==> config.mk <==
export PLATFORM = sky130hd
export DESIGN_NAME = spu_branch_unit
export DESIGN_NICKNAME = d
export VERILOG_FILES = /design/src/rtl/spu_branch_unit_pkg.sv /design/src/rtl/spu_branch_resolve.sv /design/src/rtl/spu_branch_unit.sv
export SDC_FILE = /design/constraint.sdc
export NUM_CORES = 1
export LEC_CHECK = 0
export CELL_PAD_IN_SITES_DETAIL_PLACEMENT = 1
export CELL_PAD_IN_SITES_GLOBAL_PLACEMENT = 2
export CORE_AREA = 5 5 222 224
export CTS_CLUSTER_DIAMETER = 50
export DETAILED_ROUTE_END_ITERATION = 8
export DIE_AREA = 0 0 227 229
export GPL_TIMING_DRIVEN = 1
export PLACE_DENSITY = 0.72
export SYNTH_ARGS = -nofsm -noshare
export SYNTH_HDL_FRONTEND = slang
export SYNTH_SLANG_ARGS = --single-unit
==> constraint.sdc <==
create_clock -name clk -period 1.95 [get_ports clk]
set_input_delay 0.39 -clock clk [delete_from_list [all_inputs] [get_ports clk]]
set_output_delay 0.39 -clock clk [all_outputs]
set_load 0.005 [all_outputs]
==> src/rtl/spu_branch_unit_pkg.sv <==
// Shared definitions for the SPU odd-pipe branch unit: opcodes, format codes,
// decoded-branch types and the opcode decoder.
package spu_branch_unit_pkg;

    localparam int unsigned PC_W     = 8;
    localparam int unsigned LINK_LAT = 3;

    // Instruction format codes
    localparam logic [2:0] FMT_RR   = 3'd0;
    localparam logic [2:0] FMT_RI16 = 3'd5;

    // RR-form branch opcodes (11 bits)
    localparam logic [10:0] OP_BI    = 11'b00110101000;
    localparam logic [10:0] OP_BISL  = 11'b00110101001;
    localparam logic [10:0] OP_BIZ   = 11'b00100101000;
    localparam logic [10:0] OP_BINZ  = 11'b00100101001;
    localparam logic [10:0] OP_BIHZ  = 11'b00100101010;
    localparam logic [10:0] OP_BIHNZ = 11'b00100101011;

    // RI16-form branch opcodes (9 bits, right-aligned in op)
    localparam logic [8:0] OP_BR    = 9'b001100100;
    localparam logic [8:0] OP_BRA   = 9'b001100000;
    localparam logic [8:0] OP_BRSL  = 9'b001100110;
    localparam logic [8:0] OP_BRASL = 9'b001100010;
    localparam logic [8:0] OP_BRZ   = 9'b001000000;
    localparam logic [8:0] OP_BRNZ  = 9'b001000010;
    localparam logic [8:0] OP_BRHZ  = 9'b001000100;
    localparam logic [8:0] OP_BRHNZ = 9'b001000110;

    // Where the branch target comes from
    typedef enum logic [1:0] {
        TGT_REL,    // pc_in + immediate
        TGT_ABS,    // immediate
        TGT_IND     // RA preferred word
    } tgt_sel_e;

    // Which condition decides the branch
    typedef enum logic [2:0] {
        CND_ALWAYS,
        CND_WZ,     // word == 0
        CND_WNZ,    // word != 0
        CND_HZ,     // halfword == 0
        CND_HNZ     // halfword != 0
    } cond_sel_e;

    typedef struct packed {
        logic      valid;   // recognised branch instruction
        tgt_sel_e  tgt;
        cond_sel_e cond;
        logic      link;    // writes pc+1 to rt
    } br_dec_t;

    // Opcode/format decode; anything unrecognised comes back with valid = 0.
    function automatic br_dec_t br_decode(input logic [10:0] op, input logic [2:0] fmt);
        br_dec_t d;
        d.valid = 1'b0;
        d.tgt   = TGT_REL;
        d.cond  = CND_ALWAYS;
        d.link  = 1'b0;
        case (fmt)
            FMT_RR: begin
                d.tgt = TGT_IND;
                case (op)
                    OP_BI:    d.valid = 1'b1;
                    OP_BISL:  begin d.valid = 1'b1; d.link = 1'b1; end
                    OP_BIZ:   begin d.valid = 1'b1; d.cond = CND_WZ;  end
                    OP_BINZ:  begin d.valid = 1'b1; d.cond = CND_WNZ; end
                    OP_BIHZ:  begin d.valid = 1'b1; d.cond = CND_HZ;  end
                    OP_BIHNZ: begin d.valid = 1'b1; d.cond = CND_HNZ; end
                    default:  d.valid = 1'b0;
                endcase
            end
            FMT_RI16: begin
                case (op[8:0])
                    OP_BR:    d.valid = 1'b1;
                    OP_BRA:   begin d.valid = 1'b1; d.tgt = TGT_ABS; end
                    OP_BRSL:  begin d.valid = 1'b1; d.link = 1'b1; end
                    OP_BRASL: begin d.valid = 1'b1; d.tgt = TGT_ABS; d.link = 1'b1; end
                    OP_BRZ:   begin d.valid = 1'b1; d.cond = CND_WZ;  end
                    OP_BRNZ:  begin d.valid = 1'b1; d.cond = CND_WNZ; end
                    OP_BRHZ:  begin d.valid = 1'b1; d.cond = CND_HZ;  end
                    OP_BRHNZ: begin d.valid = 1'b1; d.cond = CND_HNZ; end
                    default:  d.valid = 1'b0;
                endcase
            end
            default: d.valid = 1'b0;
        endcase
        return d;
    endfunction

endpackage

==> src/rtl/spu_branch_resolve.sv <==
// Combinational branch resolution: decodes the instruction, forms the target,
// evaluates the condition and produces the next PC and the link word.
module spu_branch_resolve
    import spu_branch_unit_pkg::*;
#(
    parameter int unsigned RES_PC_W = PC_W
) (
    input  logic [0:10]          op,
    input  logic [2:0]           format,
    input  logic [0:127]         ra,
    input  logic [0:127]         rt_st,
    input  logic [0:17]          imm,
    input  logic [RES_PC_W-1:0]  pc_in,
    output logic [RES_PC_W-1:0]  pc_next,
    output logic                 taken,
    output logic                 link,
    output logic [0:31]          link_word
);

    br_dec_t              dec;
    logic [RES_PC_W-1:0]  pc_inc;
    logic [RES_PC_W-1:0]  target;
    logic                 word_zero;
    logic                 half_zero;
    logic                 cond_ok;
    logic                 unused_bits;

    // Only the low bits of the immediate/RA word matter once the target is
    // reduced modulo the PC range, so sign extension is implicit.
    assign unused_bits = ^{ra, rt_st, imm};

    // Target selection, condition test and next-PC choice
    always_comb begin
        dec       = br_decode(op, format);
        pc_inc    = pc_in + RES_PC_W'(1);
        word_zero = ~|rt_st[0:31];
        half_zero = ~|rt_st[16:31];

        target = pc_inc;
        case (dec.tgt)
            TGT_REL: target = pc_in + imm[18-RES_PC_W:17];
            TGT_ABS: target = imm[18-RES_PC_W:17];
            TGT_IND: target = ra[32-RES_PC_W:31];
            default: target = pc_inc;
        endcase

        cond_ok = 1'b0;
        case (dec.cond)
            CND_ALWAYS: cond_ok = 1'b1;
            CND_WZ:     cond_ok = word_zero;
            CND_WNZ:    cond_ok = ~word_zero;
            CND_HZ:     cond_ok = half_zero;
            CND_HNZ:    cond_ok = ~half_zero;
            default:    cond_ok = 1'b0;
        endcase

        taken     = dec.valid & cond_ok;
        pc_next   = taken ? target : pc_inc;
        link      = dec.valid & dec.link;
        link_word = {{(32-RES_PC_W){1'b0}}, pc_inc};
    end

endmodule

==> src/rtl/spu_branch_unit.sv <==
// SPU odd-pipe branch unit: registers the branch decision (1 cycle) and
// carries the link result to write-back through a LINK_LAT-stage pipeline.
module spu_branch_unit
    import spu_branch_unit_pkg::*;
#(
    parameter int unsigned PC_W     = spu_branch_unit_pkg::PC_W,
    parameter int unsigned LINK_LAT = spu_branch_unit_pkg::LINK_LAT
) (
    input  logic              clk,
    input  logic              reset,
    input  logic [0:10]       op,
    input  logic [2:0]        format,
    input  logic [0:6]        rt_addr,
    input  logic [0:127]      ra,
    input  logic [0:127]      rb,
    input  logic [0:127]      rt_st,
    input  logic [0:17]       imm,
    input  logic              reg_write,
    input  logic [PC_W-1:0]   pc_in,
    output logic [0:127]      rt_wb,
    output logic [6:0]        rt_addr_wb,
    output logic              reg_write_wb,
    output logic [PC_W-1:0]   pc_wb,
    output logic              branch_taken
);

    logic [PC_W-1:0] pc_next;
    logic            taken;
    logic            link;
    logic [0:31]     link_word;
    logic            unused_rb;

    // Link pipeline stages; index 0 is stage 1. Only the preferred word is
    // carried because the remaining 96 bits of a link result are always zero.
    logic [0:31]     link_q [LINK_LAT];
    logic [6:0]      addr_q [LINK_LAT];
    logic            we_q   [LINK_LAT];

    assign unused_rb = ^rb;

    spu_branch_resolve #(
        .RES_PC_W (PC_W)
    ) u_resolve (
        .op        (op),
        .format    (format),
        .ra        (ra),
        .rt_st     (rt_st),
        .imm       (imm),
        .pc_in     (pc_in),
        .pc_next   (pc_next),
        .taken     (taken),
        .link      (link),
        .link_word (link_word)
    );

    // Branch result register: next PC and taken flag, updated every cycle
    always_ff @(posedge clk or posedge reset) begin
        if (reset) begin
            pc_wb        <= '0;
            branch_taken <= 1'b0;
        end else begin
            pc_wb        <= pc_next;
            branch_taken <= taken;
        end
    end

    // Link pipeline: stage 1 captures the link result, later stages shift it on
    always_ff @(posedge clk or posedge reset) begin
        if (reset) begin
            for (int unsigned i = 0; i < LINK_LAT; i++) begin
                link_q[i] <= '0;
                addr_q[i] <= '0;
                we_q[i]   <= 1'b0;
            end
        end else begin
            link_q[0] <= link ? link_word : '0;
            addr_q[0] <= rt_addr;
            we_q[0]   <= link & reg_write;
            for (int unsigned i = 1; i < LINK_LAT; i++) begin
                link_q[i] <= link_q[i-1];
                addr_q[i] <= addr_q[i-1];
                we_q[i]   <= we_q[i-1];
            end
        end
    end

    assign rt_wb        = {link_q[LINK_LAT-1], 96'b0};
    assign rt_addr_wb   = addr_q[LINK_LAT-1];
    assign reg_write_wb = we_q[LINK_LAT-1];

endmodule

==> metrics <==
outcome finished, violations left; type of origin of the critical path primary input; dpl hpwl ~9.4 mm; CP cell instances clkdlybuf4s50_1 -> ha_2 -> a21o_1 -> a21oi_4 -> a21oi_2 -> o311a_1 -> nor3_2 -> mux2i_1; DR WL/cell 10.06 um; Max Cap Violations 0; VDD IR-drop max 0.0003412 V; vias in the first global route 2758; DRC Markers 0; yosys synthesis warning count 0; die area 51980 um^2; RSZ-0062 raised after global routing true; final hold slack between 0.3 and 0.4 ns; LEAKAGE 2.489 nW; Overflow after GRT 0; Most used DFF post-synth dfrtp_1; DIE WIDTH roughly 230 um; initial antenna violation count 5; synthesized area 3451 um^2; Avg Cell Area, Syn 10.55 um^2; final weighted congestion in routability-driven placement 0.7543; input/output buffers 104; GRT Util Overall under 10%; Worst-path clk slew 0.05 ns; post-synthesis async set-or-reset flop share 100.0%; Pre-antenna DRT Iters 4; Yosys reg bits 57; crit path max fanout 3; Final Cycle Share 102.6%; Area Overhead vs Synth 60.95%; largest net degree at the start of global routing 19; I/O pin cnt 579; fmax 499.9 MHz; DR vias/cell around 2.3; Cells after Synth 327; Yosys cell types 48; Final Power between 3 and 4 mW; EDFF count, synth 0; Worst EP required 2.15 ns; CTS Buffer Depth 2; Sink Count 57; PwrDens around 600 nW/um^2; critical path buffer and inverter count 1; final hold viol count 0; CP delay by family, top compound AO/OA/AOI/OAI gates; Antenna Cells 0; slowest stage delay, CP approximately 0.46 ns; first-pass GRT wire length 15.97 mm; Starting Density 7.320%; via count 2497; total CTS buffers 9; Initial DRC Count 101; Final setup viols 5; Final Max Tran Viols 0; failing checks negative setup slack; CTS tree done; H-tree levels 3; root buffer cell clkbuf_16; Post-Route Skew 0.003062 ns; crit path kind in2reg; post-synthesis sequential area ratio 41.33%; worst skew pair latency 0.32 ns; core footprint 47150 um^2; Worst Path Arrival between 2 and 2.5 ns; CP Capture Type register; minimum clock period after layout 2.000 ns; Antenna Nets Post-Route 0; setup ws final -0.05022 ns; fraction of layout instances using a drive strength above 1 about a quarter; drt total wl roughly 11 mm; Worst Hold Class reg2reg; setup TNS -0.1030 ns; fin nets 922; slowest cell on the critical path clkdlybuf4s50_1; Die Y 229 um; std cell rows 80
area by class of cell:
class,instances,area [um^2]
fillers,5562,41590
well taps,615,769.5
inverters,4,15.01
multi-input cells,247,1630
clock buffers,11,242.7
flip-flops and latches,57,1426
repair buffers,160,1439
clock inverters,5,31.28
repair_timing:
action / in CTS / in global routing
buffers inserted: 8 / 2
hold buffers: 0 / 0
pin swaps: 30 / 21
gates resized for setup: 103 / 24
setup endpoints to repair: 9 / 8
state kept, by name (all words and copies together) (netlist names):
signal / cells
branch_taken: 1
addr_q: 14
rt_wb: 8
we_q: 2
pc_wb: 8
reg_write_wb: 1
rt_addr_wb: 7
link_q: 16
cell usage after synthesis (all sizes together) (3+ instances only):
| master | instances | area [um^2] |
|---|---|---|
| buf | 135 | 1013 |
| dfrtp | 57 | 1426 |
| a21oi | 13 | 65.06 |
| nor2 | 11 | 41.29 |
| nor4 | 9 | 56.30 |
| ha | 8 | 100.1 |
| nand2 | 8 | 30.03 |
| xnor2 | 8 | 70.07 |
| a22o | 7 | 61.31 |
| mux2i | 7 | 70.07 |
| nand4 | 6 | 43.79 |
| nand3 | 5 | 37.54 |
| xor2 | 5 | 43.79 |
| inv | 4 | 15.01 |
| nor3 | 4 | 31.28 |
| a21o | 3 | 22.52 |
| clkbuf | 3 | 11.26 |
per-stage QoR:
stage	setup slack, ns	cells	utilization, %	cell area [um^2]
2_1_floorplan	-0.2140	446	-	3897
3_3_place_gp	-0.6869	1073	10.75	5066
6_report	-0.05022	1099	11.78	5554
5_1_grt	-0.1095	1099	11.78	5554
3_5_place_dp	-0.7174	1073	10.75	5066
4_1_cts	0.00002154	1097	11.57	5456
final timing paths:
check	startpoint	to	slack, ns	cells past startpoint
worst min-delay path	link_q[37]	rt_wb[26]	0.35	0
max in group asynchronous	reset	addr_q[15]	1.07	3
worst max register to register	addr_q[16]	addr_q[9]	1.47	0
min in group asynchronous	reset	rt_wb[30]	0.41	2
worst min register to register	link_q[37]	rt_wb[26]	0.35	0
worst max-delay path	pc_in[2]	pc_wb[7]	-0.05	8
placed cells by master (no fill, tap or decap), types with 7 or more instances in the layout:
| cell type | instances |
|---|---|
| conb_1 | 120 |
| dfrtp_1 | 57 |
| buf_4 | 52 |
| clkdlybuf4s50_1 | 50 |
| dlygate4sd2_1 | 34 |
| a21oi_1 | 11 |
| nor2_1 | 10 |
| clkbuf_16 | 9 |
| nor4_2 | 8 |
| nand2_1 | 8 |
| xnor2_1 | 8 |
| a22o_1 | 7 |
| mux2i_1 | 7 |
power by group:
part	switching, mW	internal (mW)	total, mW
clock	0.535	0.888	1.42
sequential	0.0106	1.22	1.23
combinational	0.290	0.306	0.595
total	0.836	2.41	3.25
metal layers:
metal | vias to the layer above | GRT usage [%] | wire length [um]
li1 | 1158 | - | -
met1 | 1157 | 4.905 | 4556
met2 | 158 | 5.926 | 4685
met3 | 16 | 2.382 | 1586
met4 | 8 | 1.364 | 170
met5 | - | 0 | 57
logic make-up (layout without fill, tap and decap cells):
family | Yosys count | count (layout) | synth area share, %
AOI/OAI and AO/OA | 37 | 37 | 7.941
xor gates and xnor gates | 13 | 13 | 3.300
adders and majority gates | 9 | 9 | 3.481
buffers and inverters | 142 | 180 | 30.13
DFF | 57 | 57 | 41.33
muxes | 8 | 8 | 2.466
other | 1 | 120 | 0.1087
and+or+nand+nor | 60 | 60 | 11.24
Note: power is estimated with default switching activity, not from simulation.
==> RTL change 1 (same settings) <==
Reset style: synchronous (`reset`), changed in 2 clocked blocks.
--- a/src/rtl/spu_branch_unit.sv
+++ b/src/rtl/spu_branch_unit.sv
@@ -55,5 +55,5 @@
 
     // Branch result register: next PC and taken flag, updated every cycle
-    always_ff @(posedge clk or posedge reset) begin
+    always_ff @(posedge clk) begin
         if (reset) begin
             pc_wb        <= '0;
@@ -66,5 +66,5 @@
 
     // Link pipeline: stage 1 captures the link result, later stages shift it on
-    always_ff @(posedge clk or posedge reset) begin
+    always_ff @(posedge clk) begin
         if (reset) begin
             for (int unsigned i = 0; i < LINK_LAT; i++) begin
Formal check against the unedited RTL: differs if reset is asserted again (counterexample within 4 cycles, from zero or initial values and one cycle with reset high); with reset held inactive, the same outputs for 10 cycles.
==> RTL change 1 against the original RTL <==
The run still ends with setup timing left. Sequential cell count did not move. Sequential share of layout area is 5.8 points lower. Routed wire length grew 8.7%. Critical path depth rose by 1. Register-to-register slack got worse by 0.05 ns. Synthesized area rose by 0.54%. Design area increased by 3.5%. Core utilization grew 0.42 points. Power grew 12%. Setup slack worse by 0.080 ns. Via count rose by 12%. Synthesized cell count increased by 19%. Critical endpoint is now pc_wb[0]. Largest cell class unchanged.
==> RTL change 1: results (changes against the original RTL) <==
[outcome]
outcome=finished with violations
violations=setup timing

[critical_path]
worstPathArrival_ns=2.33  ; +0.13 ns
worstPathMaxFanout=5  ; +2
reg2reg_depth=1  ; +1

[placed_design]
place_ws_ns=-1.22  ; -0.506 ns
placed_cell_area_um2=5110  ; +0.82%
io_buffer_count=104  ; unchanged
dp_hpwl_um=10100  ; +7.7%
gp_routability_congestion=0.727  ; -3.6%

[clock_network]
clock_latency_ns=0.31
path_clk_slew_ns=0.05  ; about the same
cts_buffers=9  ; unchanged
clockBufferDepth=2  ; unchanged
root_buffer=clkbuf_16
cts_htree_levels=3  ; unchanged

[global_route]
grt_pass1_vias=2968  ; +7.6%
grt_max_degree=22  ; +3
grt_usage=0.0429  ; +0.00260
grt-ovfl-total=0  ; unchanged
grt_pass1_wl_um=16900  ; +5.6%
grt_antenna_before_repair=1  ; -4

[layout]
fill_cells=5564  ; +0.036%
antenna_cells=0  ; unchanged
final_nets=987  ; +7.0%
largestRegisters=link_q: 24 flops, addr_q: 21 flops, pc_wb: 8 flops
drive_gt1_frac=0.264  ; +0.0141

[routing]
avgRoutedWirePerCell_um=10.3  ; +2.7%
dr_total_vias=2807  ; +12%
dr.pass1.iters=4  ; unchanged
drt_iter0_markers=43  ; -57%

[synth]
synth_area_leaders=dfxtp_1 (33%), buf_4 (29%), nor2b_1 (8.3%)
seq_area_frac_synth=0.329  ; -0.0845
yosys-top-cells-count=buf_4 (135), dfxtp_1 (57), nor2b_1 (46)
synth.distinct_cells=50  ; +4.2%
async_flop_share=0  ; -1.00
ys_warn_count=0  ; unchanged

[min_path]
hold_depth=1  ; +1
hold_class=reg -> reg

[timing]
setup_viol=6  ; +1
fin_ws_ns=-0.131  ; -0.0804 ns
skew_ns=0.00542  ; +0.00236 ns
hold_viol=0  ; unchanged

[power]
sw_frac_of_total=0.230  ; -0.0274
p_leak_nw=2.27  ; -8.6%
ir_drop_mv=0.264  ; -23%

## RTL change 1: final cells by class
| cell class | count | area (um2) | area share |
|---|---|---|---|
| inverters | 6 | 22.5 | 0.00392 |
| clock inverters | 6 | 105 | 0.0183 |
| clock buffers | 10 | 239 | 0.0416 |
| multi-input cells | 301 | 1980 | 0.344 |
| well taps | 615 | 769 | 0.134 |
| flip-flops and latches | 57 | 1140 | 0.198 |
| repair buffers | 169 | 1490 | 0.260 |
## RTL change 1: logic make-up (layout without fill, tap and decap cells)
| family | Yosys count | after routing | share of synthesized area |
|---|---|---|---|
| and+or+nand+nor | 108 | 108 | 0.190 |
| buffers and inverters | 149 | 191 | 0.308 |
| DFF | 57 | 57 | 0.329 |
| adders and majority gates | 9 | 9 | 0.0346 |
| other | 1 | 120 | 0.00108 |
| xor gates and xnor gates | 12 | 12 | 0.0303 |
| AOI/OAI and AO/OA | 52 | 52 | 0.108 |
## RTL change 1: path summary, 6_finish.rpt
check | start | end | slack [ns]
max | op[4] | pc_wb[0] | -0.13
min | link_q[0][37] | link_q[0][69] | 0.43
max reg2reg | addr_q[0][5] | addr_q[0][12] | 1.42
min reg2reg | link_q[0][37] | link_q[0][69] | 0.43
## RTL change 1: worst max-delay path: stages
cell and delay [ns]:
buf_6 0.10, nor4b_4 0.39, nand3_4 0.17, o211ai_4 0.24, a21oi_2 0.10, o21a_1 0.20, buf_6 0.12, or4_1 0.47
a21oi_1 0.15
## RTL change 1: power by group through the flow
| stage | Clock [W] | Combinational, W | Sequential [W] |
|---|---|---|---|
| after floorplan | 0 | 0.000411 | 0.00123 |
| after global placement | 0 | 0.000612 | 0.00123 |
| after CTS | 0.00185 | 0.000634 | 0.00121 |
| final | 0.00178 | 0.000663 | 0.00121 |
| after detailed placement | 0 | 0.000622 | 0.00123 |
| after global routing | 0.00190 | 0.000733 | 0.00121 |
## RTL change 1: per-layer routing
layer	share of wire	wire, um	global-route usage
met4	0.017	202	0.0153
met1	0.42	5060	0.0525
met5	0.00058	7	0
met3	0.072	868	0.0133
met2	0.49	5880	0.0710
## RTL change 1: stage by stage
stage | total power [W] | setup TNS [ns] | instances
after global routing | 0.00384 | -1.09 | 1164
after CTS | 0.00369 | -0.341 | 1160
after detailed placement | 0.00185 | -12.67 | 1134
after floorplan | 0.00164 | -0.488 | 507
final | 0.00365 | -0.389 | 1164
after global placement | 0.00184 | -11.12 | 1134
## RTL change 1: timing repair
action                                  CTS  global route
setup buffers                            12             5
endpoints found under the setup margin   18             8
gates resized for setup                 130            25
pin swaps                                38            27
gates cloned                              0             0
==> RTL change 2 (same flow settings) <==
Without the edit above. Set the package constant `PC_W` to 12 (it was 8).
--- a/src/rtl/spu_branch_unit_pkg.sv
+++ b/src/rtl/spu_branch_unit_pkg.sv
@@ -3,5 +3,5 @@
 package spu_branch_unit_pkg;
 
-    localparam int unsigned PC_W     = 8;
+    localparam int unsigned PC_W     = 12;
     localparam int unsigned LINK_LAT = 3;
 
Ports: changed (resized pc_in and pc_wb); port bits go from 579 to 587. No check against the original RTL was run, so the function may have changed too.
==> RTL change 2 against the original RTL <==
The run still ends with setup timing left. Clock power grew 26%. Setup slack lost 0.11 ns. Synthesized area grew 22%. Die area unchanged. Critical path depth increased by 2. Fmax down 5.0%. Core utilization rose by 2.5 points. Sequential power rose by 28%. Routed wire length up 27%. Sequential cell count increased by 16. Design area increased by 21%. Non-clock buffer count increased by 25. Power rose by 29%. Via count increased by 25%. Critical endpoint is now pc_wb[10].
==> RTL change 2: results (changes against the original RTL) <==
[outcome]
outcome=finished with violations
violations=setup timing

[clock_network]
clock_latency_ns=0.34  ; +0.02 ns
cts_setup_buffers=1  ; -7

[power]
p_leak_nw=2.99  ; +20%
ir_drop_mv=0.359  ; +5.1%

[timing]
fin_ws_ns=-0.156  ; -0.105 ns
skew_ns=0.00821  ; +0.00515 ns
setup_viol=12  ; +7

[placed_design]
dp_hpwl_um=11800  ; +26%
io_buffer_count=124  ; +19%
gp_routability_congestion=0.787  ; +4.3%

[global_route]
grt_usage=0.0520  ; +0.0117
grt_max_degree=74  ; +55
met2_usage=0.0821  ; +0.0229
grt_antenna_before_repair=2  ; -3

[critical_path]
worstPathArrival_ns=2.31  ; +0.11 ns

[synth]
synth_area_leaders=dfrtp_1 (43%), buf_4 (24%), ha_1 (3.6%)
synth_mux_area_frac=0.0262  ; +0.00151
synth-compound-area-share=0.0850  ; +0.00564
synthAdderAreaFrac=0.0404  ; +0.00563
seq_area_frac_synth=0.434  ; +0.0208

[routing]
avgRoutedWirePerCell_um=11.9  ; +18%
avgViaCountPerCell=2.62  ; +15%

[layout]
largestRegisters=link_q: 24 flops, addr_q: 14 flops
final_nets=1019  ; +11%
drive_gt1_frac=0.223  ; -0.0266

[RTL change 2: final timing paths]
| check | start | end | slack (ns) | cells past startpoint |
|---|---|---|---|---|
| hold reg to reg | link_q[73] | link_q[41] | 0.34 | 0 |
| hold / removal | link_q[73] | link_q[41] | 0.34 | 0 |
| max in group asynchronous | reset | addr_q[8] | 1.11 | 3 |
| setup / recovery | pc_in[0] | pc_wb[10] | -0.16 | 10 |
| min in group asynchronous | reset | rt_addr_wb[4] | 0.49 | 3 |
| setup reg to reg | link_q[32] | rt_wb[31] | 1.41 | 0 |
[RTL change 2: stage by stage]
step                      hold WS, ns  instances  setup WS [ns]  setup TNS [ns]  area, um2
final                           0.341       1188         -0.156          -0.623       6720
after global routing            0.344       1188         -0.268           -1.74       6720
after CTS                       0.341       1186         -0.238           -1.57       6550
after detailed placement        0.336       1169         -0.863          -17.80       6170
after global placement          0.331       1169         -0.854          -16.32       6170
after floorplan                 0.331        513         -0.182          -0.595       4740
[RTL change 2: critical path, stage by stage]
cell	delay, ns
buf_8	0.10
ha_4	0.15
fa_2	0.39
a211oi_2	0.26
nor2_2	0.08
o31a_1	0.32
a221oi_2	0.27
xnor2_1	0.10
a21oi_1	0.17
mux2i_1	0.09
[RTL change 2: power by group]
| part | leakage (nW) | internal, W | switching (W) |
|---|---|---|---|
| Combinational | 1.89 | 0.000421 | 0.000397 |
| Clock | 0.153 | 0.00113 | 0.000666 |
| Sequential | 0.944 | 0.00155 | 0.0000127 |
[RTL change 2: cell type report]
class                           instances  area, um2
Timing Repair Buffer                  185       1740
Clock inverter                          6       90.1
Fill cell                            5533      40400
Inverter                                7       30.0
Multi-Input combinational cell        292       2030
Clock buffer                           10        229
Tap cell                              615        769
Sequential cell                        73       1830
